===== src/rtl/pmt_pulse_emulator.sv =====
// Synthetic PMT pulse source: LFSR-driven random pulses with separate lit/dark
// fire probabilities, fixed width and dead time, and ground-truth pulse counters.
module pmt_pulse_emulator #(
    parameter int unsigned PULSE_WIDTH = 5,
    parameter int unsigned DEAD_TIME   = 10,
    parameter logic [31:0] SEED        = 32'h1
) (
    input  logic        clock_50_mhz,
    input  logic        reset,
    input  logic        enable,
    input  logic        light_source_in,
    input  logic [31:0] lit_threshold,
    input  logic [31:0] dark_threshold,
    input  logic        count_clear,
    output logic        pulse_out_pin,
    output logic [31:0] lit_pulse_count,
    output logic [31:0] dark_pulse_count,
    output logic        busy
);

    // state    | meaning
    // ST_IDLE  | waiting for a fire decision (only state that evaluates fire)
    // ST_PULSE | pulse_out_pin high, counting down the pulse width
    // ST_DEAD  | pulse_out_pin low, counting down the dead time
    typedef enum logic [1:0] {
        ST_IDLE  = 2'd0,
        ST_PULSE = 2'd1,
        ST_DEAD  = 2'd2
    } state_t;

    localparam logic [31:0] LFSR_MASK = 32'h80200003;
    localparam logic [31:0] LFSR_INIT = (SEED == 32'h0) ? 32'h1 : SEED;
    localparam logic [31:0] PW_LOAD   = 32'(PULSE_WIDTH - 1);
    localparam logic [31:0] DT_LOAD   = 32'(DEAD_TIME - 1);
    localparam logic [31:0] ALL_ONES  = 32'hFFFFFFFF;

    state_t      r_state;
    state_t      w_state_nxt;
    logic [31:0] r_cnt;
    logic [31:0] w_cnt_nxt;

    logic        r_sync1;
    logic        r_light_s;

    logic [31:0] r_lfsr;
    logic [31:0] w_lfsr_nxt;

    logic [31:0] w_thr;
    logic        w_fire;

    logic        r_pulse;
    logic        r_busy;
    logic [31:0] r_lit_count;
    logic [31:0] r_dark_count;

    always_ff @(posedge clock_50_mhz or posedge reset) begin
        if (reset) begin
            r_sync1   <= 1'b0;
            r_light_s <= 1'b0;
        end else begin
            r_sync1   <= light_source_in;
            r_light_s <= r_sync1;
        end
    end

    // Right-shifting Galois form; a nonzero seed can never reach zero.
    always_comb begin
        w_lfsr_nxt = {1'b0, r_lfsr[31:1]} ^ (r_lfsr[0] ? LFSR_MASK : 32'h0);
    end

    always_ff @(posedge clock_50_mhz or posedge reset) begin
        if (reset) begin
            r_lfsr <= LFSR_INIT;
        end else begin
            r_lfsr <= w_lfsr_nxt;
        end
    end

    // All-ones is treated as certainty since lfsr < thr alone would miss one value.
    always_comb begin
        w_thr  = r_light_s ? lit_threshold : dark_threshold;
        w_fire = (r_state == ST_IDLE) && enable &&
                 ((w_thr == ALL_ONES) || (r_lfsr < w_thr));
    end

    always_comb begin
        w_state_nxt = r_state;
        w_cnt_nxt   = r_cnt;
        case (r_state)
            ST_IDLE: begin
                if (w_fire) begin
                    w_state_nxt = ST_PULSE;
                    w_cnt_nxt   = PW_LOAD;
                end
            end
            ST_PULSE: begin
                if (r_cnt == 32'h0) begin
                    w_state_nxt = ST_DEAD;
                    w_cnt_nxt   = DT_LOAD;
                end else begin
                    w_cnt_nxt   = r_cnt - 32'h1;
                end
            end
            ST_DEAD: begin
                if (r_cnt == 32'h0) begin
                    w_state_nxt = ST_IDLE;
                end else begin
                    w_cnt_nxt   = r_cnt - 32'h1;
                end
            end
            default: begin
                w_state_nxt = ST_IDLE;
                w_cnt_nxt   = 32'h0;
            end
        endcase
    end

    // Outputs are registered from the next state so they line up with state entry.
    always_ff @(posedge clock_50_mhz or posedge reset) begin
        if (reset) begin
            r_state <= ST_IDLE;
            r_cnt   <= 32'h0;
            r_pulse <= 1'b0;
            r_busy  <= 1'b0;
        end else begin
            r_state <= w_state_nxt;
            r_cnt   <= w_cnt_nxt;
            r_pulse <= (w_state_nxt == ST_PULSE);
            r_busy  <= (w_state_nxt != ST_IDLE);
        end
    end

    // The light level sampled in the fire cycle is the pulse's tag.
    always_ff @(posedge clock_50_mhz or posedge reset) begin
        if (reset) begin
            r_lit_count  <= 32'h0;
            r_dark_count <= 32'h0;
        end else if (count_clear) begin
            r_lit_count  <= 32'h0;
            r_dark_count <= 32'h0;
        end else if (w_fire) begin
            if (r_light_s) begin
                if (r_lit_count != ALL_ONES) begin
                    r_lit_count <= r_lit_count + 32'h1;
                end
            end else begin
                if (r_dark_count != ALL_ONES) begin
                    r_dark_count <= r_dark_count + 32'h1;
                end
            end
        end
    end

    assign pulse_out_pin    = r_pulse;
    assign busy             = r_busy;
    assign lit_pulse_count  = r_lit_count;
    assign dark_pulse_count = r_dark_count;

endmodule


===== config.mk =====
export PLATFORM = sky130hd
export DESIGN_NAME = pmt_pulse_emulator
export DESIGN_NICKNAME = d
export VERILOG_FILES = /design/src/rtl/pmt_pulse_emulator.sv
export SDC_FILE = /design/constraint.sdc
export NUM_CORES = 1
export LEC_CHECK = 0
export ABC_AREA = 1
export CAP_MARGIN = 20
export CELL_PAD_IN_SITES_DETAIL_PLACEMENT = 2
export CELL_PAD_IN_SITES_GLOBAL_PLACEMENT = 2
export CORE_ASPECT_RATIO = 0.5
export CORE_MARGIN = 5
export CORE_UTILIZATION = 35
export CTS_BUF_LIST = sky130_fd_sc_hd__clkbuf_4 sky130_fd_sc_hd__clkbuf_8
export DETAILED_ROUTE_END_ITERATION = 6
export GPL_ROUTABILITY_DRIVEN = 0
export HOLD_SLACK_MARGIN = 0.03
export PLACE_DENSITY_LB_ADDON = 0.15
export SETUP_SLACK_MARGIN = 0.4
export SYNTH_ARGS = -nofsm -noshare
export SYNTH_HDL_FRONTEND = slang
export SYNTH_SLANG_ARGS = --single-unit
export TNS_END_PERCENT = 1

===== constraint.sdc =====
create_clock -name clock_50_mhz -period 13.1 [get_ports clock_50_mhz]
set_input_delay 2.62 -clock clock_50_mhz [delete_from_list [all_inputs] [get_ports clock_50_mhz]]
set_output_delay 2.62 -clock clock_50_mhz [all_outputs]
set_load 0.01 [all_outputs]

; ---- Word level (Yosys, flattened, before mapping)
; Cells that the tools add are included.
[word_totals]
wordCells = 54
output_inout_bits = 66
reg_bits = 134
input_bits = 69
[classes]
n_bitwise = 1
n_lt_le_gt_ge = 1
mux = 18
n_eq_ne = 9
addsub = 3
n_reduce_logical = 13
[ops]
columns = operator, count
row1 = $mux 32, 13
row2 = $pmux 32 s3, 1
row3 = $add 32x1->32 const B, 2
row4 = $ne 32x32->1 const B, 2
row5 = $eq 32x32->1 const B, 1
row6 = $logic_not 32->1, 1
row7 = $lt 32x32->1, 1
row8 = $sub 32x1->32 const B, 1
row9 = $xor 31x32->32, 1
row10 = $reduce_bool 2->1, 5
row11 = $mux 2, 3
row12 = $ne 2x2->1 const B, 3
row13 = $pmux 2 s3, 1
row14 = $reduce_and 3->1, 2
row15 = $eq 2x1->1 const B, 2
row16 = $eq 2x2->1 const B, 1
row17 = $logic_and 1x1->1, 2
row18 = $logic_not 2->1, 1
row19 = $reduce_and 2->1, 1
row20 = $logic_or 1x1->1, 1

; ---- Longest topological paths before layout
[logic_depth]
word_depth = 7
mapped_depth = 21
depth_no_buf = 19

; ---- Worst setup path after synthesis
; Ideal clock, no wire load.
[synth_path]
path_kind = input to register
from = input dark_threshold[7]
to = register r_lit_count[20] (netlist: lit_pulse_count[20])
setup_time_ns = 0.117
cell_stages = 18
arrival_ns = 4.395
slack_ns = 8.588
required_ns = 12.983
n_path_buf = 1
path_cell_list = or2_2 o21ai_0 ha_1 nand2_1 nor2_1 a211oi_1 nand2_1 nand2_1 nand2_1 nand2_1 nand2_1 nand2_2 nand2_2 nand2_2 nand3_2 buf_6 nand2_1 nand2_1
[synth_via]
elab_chain_cells = 6
word_cells_on_any_way = 7
cone_classes = order compare: 1 / eq/ne: 1 / mux: 1 / reduce/logical: 4
[synth_lines]
columns = item, line_no
row1 = start: declaration, 13  ; input logic [31:0] dark_threshold,
row2 = $mux 32 *, 81  ; w_thr = r_light_s ? lit_threshold : dark_threshold;
row3 = $lt 32x32->1 / $eq 32x32->1 (equally long branches), 83  ; ((w_thr == ALL_ONES) || (r_lfsr < w_thr));
row4 = $logic_or 1x1->1 *, 83
row5 = $logic_and 1x1->1 *, 82  ; w_fire = (r_state == ST_IDLE) && enable &&
row6 = $reduce_bool 2->1 (no line) *, n/a
row7 = $reduce_and 3->1 (no line) *, n/a
row8 = end signal: assignment, 144  ; r_lit_count <= r_lit_count + 32'h1;
row9 = end: declaration, 53  ; logic [31:0] r_lit_count;
; Mark *: on every way between the ends. The rest lies on a longest branch, timed or not.
; A chain may end at the register's enable or synchronous reset.

; ---- Final worst setup path
[layout_path]
from = input lit_threshold[14]
to = register r_lit_count[25] (netlist: lit_pulse_count[25])
[layout_via]
elab_chain_cells = 6
word_cells_on_any_way = 7
cone_classes = order compare: 1 / eq/ne: 1 / mux: 1 / reduce/logical: 4
[layout_lines]
columns = item, line_no
row1 = start: declaration, 12  ; input logic [31:0] lit_threshold,
row2 = $mux 32 *, 81
row3 = $lt 32x32->1 / $eq 32x32->1 (equally long branches), 83
row4 = $logic_or 1x1->1 *, 83
row5 = $logic_and 1x1->1 *, 82
row6 = $reduce_bool 2->1 (no line) *, n/a
row7 = $reduce_and 3->1 (no line) *, n/a
; Marked as above.

==> flow_summary_export.csv <==
group,metric,value,unit
sta,post-route-min-period,5.884,ns
clock_network,post-cts-setup-buffers,0,
clock_network,clock_latency,0.50,ns
synthesis,synth_area_leaders,"dfrtp_1 (38%), nand2_1 (13%), nor2_1 (6.9%)",
sta,setup_viol,0,
global_route,grt_pass1_wl,51150,um
worst_setup_path,critPathMaxFanout,31,
layout,final_layout_size_suffix_gt1_share,4.740,%
route,first_pass_iters,5,
worst_setup_path,rrSetupSlack,8.65,ns
clock_network,post_cts_resized,0,
worst_hold_path,min_path_type,"reg2reg",
route,wl_per_cell,19.35,um
synthesis,synth_cell_types,36,
synthesis,synth_cells,1156,
sta,hold_viol,0,
route,vias,8437,
placed_design,portBuffers,134,
synthesis,synth_ff_type,"dfrtp_1",
power,p_leak,4.679,nW
route,drt_iter0_markers,323,
worst_setup_path,required,13.47,ns
layout,n_fill_cell,2875,
placed_design,dp_cells,1590,
global_route,first_global_vias,9437,
global_route,grt_usage,22.83,%
clock_network,cts_tree,"yes",
run,drv_cap,0,
die,start_util,35.83,%
route,detail-route-antenna-nets,0,
sta,period_share,44.91,%
sta,slew_viol_final,0,
sta,max_freq,170.0,MHz
placed_design,post-dp-hpwl,23370,um
synthesis,ys_seq_area_share,38.65,%
layout,antenna_cells,0,
die,die_y,121.4,um
status,status,"finished clean",
die,row_count,40,
sta,relSlewSlack,39.66,%
worst_setup_path,r2r_start,"r_light_s",
global_route,globalRouteOverflowTotal,0,
synthesis,synth_top_area_share,38.35,%
synthesis,synth_warnings,0,
worst_setup_path,rr_worst_depth,16,
global_route,antenna_found_initial,0,
route,viasPerCell,5.198,
clock_network,htreeDepth,4,
clock_network,cts_buffers,17,
die,io_pins,135,
worst_setup_path,crit_type,"in2reg",
synthesis,syn_nets,1259,
sta,finClkSkew,0.01320,ns
sta,worst_pin_slew,0.9041,ns
power,vdd_drop_max,75.63,uV
clock_network,root_buffer,"clkbuf_8",
die,core_area,24220,um^2
global_route,grt_max_degree,73,
worst_setup_path,cp-end-kind,"register",
layout,instances_no_fill,1623,
route,drc,0,
clock_network,ctsHoldBuffers,0,
worst_setup_path,cp-startpoint,"lit_threshold[14]",
synthesis,synth_common_cells,"nand2_1 (311), nor2_1 (159), dfrtp_1 (133)",
die,die-area,28240,um^2
sta,rsz0062_at_grt,"no",
die,die_w,232.7,um
power,power_density,122.2,nW/um^2
clock_network,clock_sinks,134,
clock_network,clkTransAtPathRegs,0.08,ns
worst_setup_path,critPathArrivalTime,6.26,ns
synthesis,synth_seq_cells,134,
clock_network,cts_buffer_depth,2,
layout,fin_nets,1377,
worst_setup_path,crit_path_start_kind,"input port",
layout,area_growth,22.23,%
sta,fin_setup_tns,0,ns
synthesis,yosysTopAreaCell,"dfrtp_1",
worst_setup_path,crit_end,"lit_pulse_count[25]",
synthesis,synth_edf_count,0,
worst_setup_path,timing.rr.end,"lit_pulse_count[25]",
synthesis,yosysMostFrequentCell,"nand2_1",
synthesis,synth-async-reset-ratio,100.0,%
synthesis,synth.avg_cell_area,7.508,um^2
route,routed_wirelength,31410,um
synthesis,synth_area,8680,um^2
-- flip-flops by register name (all words and copies together) (netlist names) --
name	cells
busy	1
r_sync1	1
lit_pulse_count	32
r_cnt	32
r_lfsr	32
r_light_s	1
dark_pulse_count	32
r_state	2
pulse_out_pin	1
-- through the flow --
step	setup WS, ns	utilization, %	hold WS [ns]	power (mW)	cell area [um^2]
after floorplan	6.899	-	0.3312	0.8294	8680
after global placement	6.972	42.19	0.3367	0.9331	10220
after detailed placement	6.742	42.19	0.3440	0.9601	10220
after CTS	7.196	43.73	0.3575	1.317	10590
after global routing	6.918	43.80	0.3633	1.399	10610
final	7.216	43.80	0.3522	1.296	10610
-- power breakdown --
| group | switching [mW] | internal [mW] | total, mW |
|---|---|---|---|
| Combinational | 0.284 | 0.153 | 0.437 |
| Sequential | 0.0531 | 0.460 | 0.513 |
| Clock | 0.175 | 0.171 | 0.346 |
| Total | 0.512 | 0.784 | 1.30 |
-- layout make-up --
type                       instances  area, um^2  share of cell area, %
tap                              336       420.4                  3.963
inverter                          80       305.3                  2.878
clock inverter                     4       20.02                 0.1887
sequential                       134        3354                  31.62
timing repair buffer             139        1381                  13.02
clock buffer                      28       354.1                  3.338
multi-input combinational        902        4773                  44.99
-- layout by cell type (no fill, tap or decap), types with 3 or more instances in the layout --
cell	instances
nor2_1	159
nand3_1	47
o21a_1	3
or2_2	13
nand4_1	62
nor4_1	26
nor3b_1	6
mux2i_1	20
clkbuf_8	23
nand2_1	311
inv_1	79
nand2_2	4
buf_4	4
xor2_1	52
clkinv_2	4
clkdlybuf4s50_1	133
clkbuf_4	5
o21ai_1	13
xnor2_1	26
a21oi_1	23
dfrtp_1	133
ha_1	34
o21ai_0	46
nor3_1	42
-- cells by family (layout without fill, tap and decap cells) --
group,count (synthesis),count (layout),synth area share (%)
adders and majority gates,34,34,4.901
and+or+nand+nor,677,677,34.27
AOI/OAI and AO/OA,93,93,5.651
xor gates and xnor gates,78,78,7.871
muxes,20,20,2.306
buffers and inverters,120,251,6.357
DFF,134,134,38.65
-- worst min-delay path by stage --
stage / start / to / slack [ns] / cells after the start
2_1_floorplan: r_sync1 / r_light_s / 0.33 / 0
3_3_place_gp: r_sync1 / r_light_s / 0.34 / 0
3_5_place_dp: r_sync1 / r_light_s / 0.34 / 0
4_1_cts: r_sync1 / r_light_s / 0.36 / 0
5_1_grt: r_sync1 / r_light_s / 0.36 / 0
6_report: r_sync1 / r_light_s / 0.35 / 0
-- metal layers --
metal | wire length (um) | GRT usage [%] | vias to the layer above
li1 | - | - | 4053
met3 | 676 | 4.232 | 32
met1 | 13820 | 27.75 | 4268
met2 | 16370 | 42.01 | 84
met5 | 0 | 0 | -
met4 | 537 | 5.455 | 0
-- worst max-delay path, cell delays in order --
cell and delay [ns]:
clkdlybuf4s50_1 0.41, mux2i_1 0.30, ha_1 0.31, nand2_1 0.10
inv_1 0.05, nand3_1 0.11, inv_1 0.07, a21oi_1 0.19
nand2_1 0.12, nand2_1 0.07, nand2_1 0.06, nand2_2 0.10
nand2_2 0.10, nand2_2 0.52, nand3_2 0.71, nand2_1 0.29
nand2_1 0.09
(Power assumes the default switching activity.)
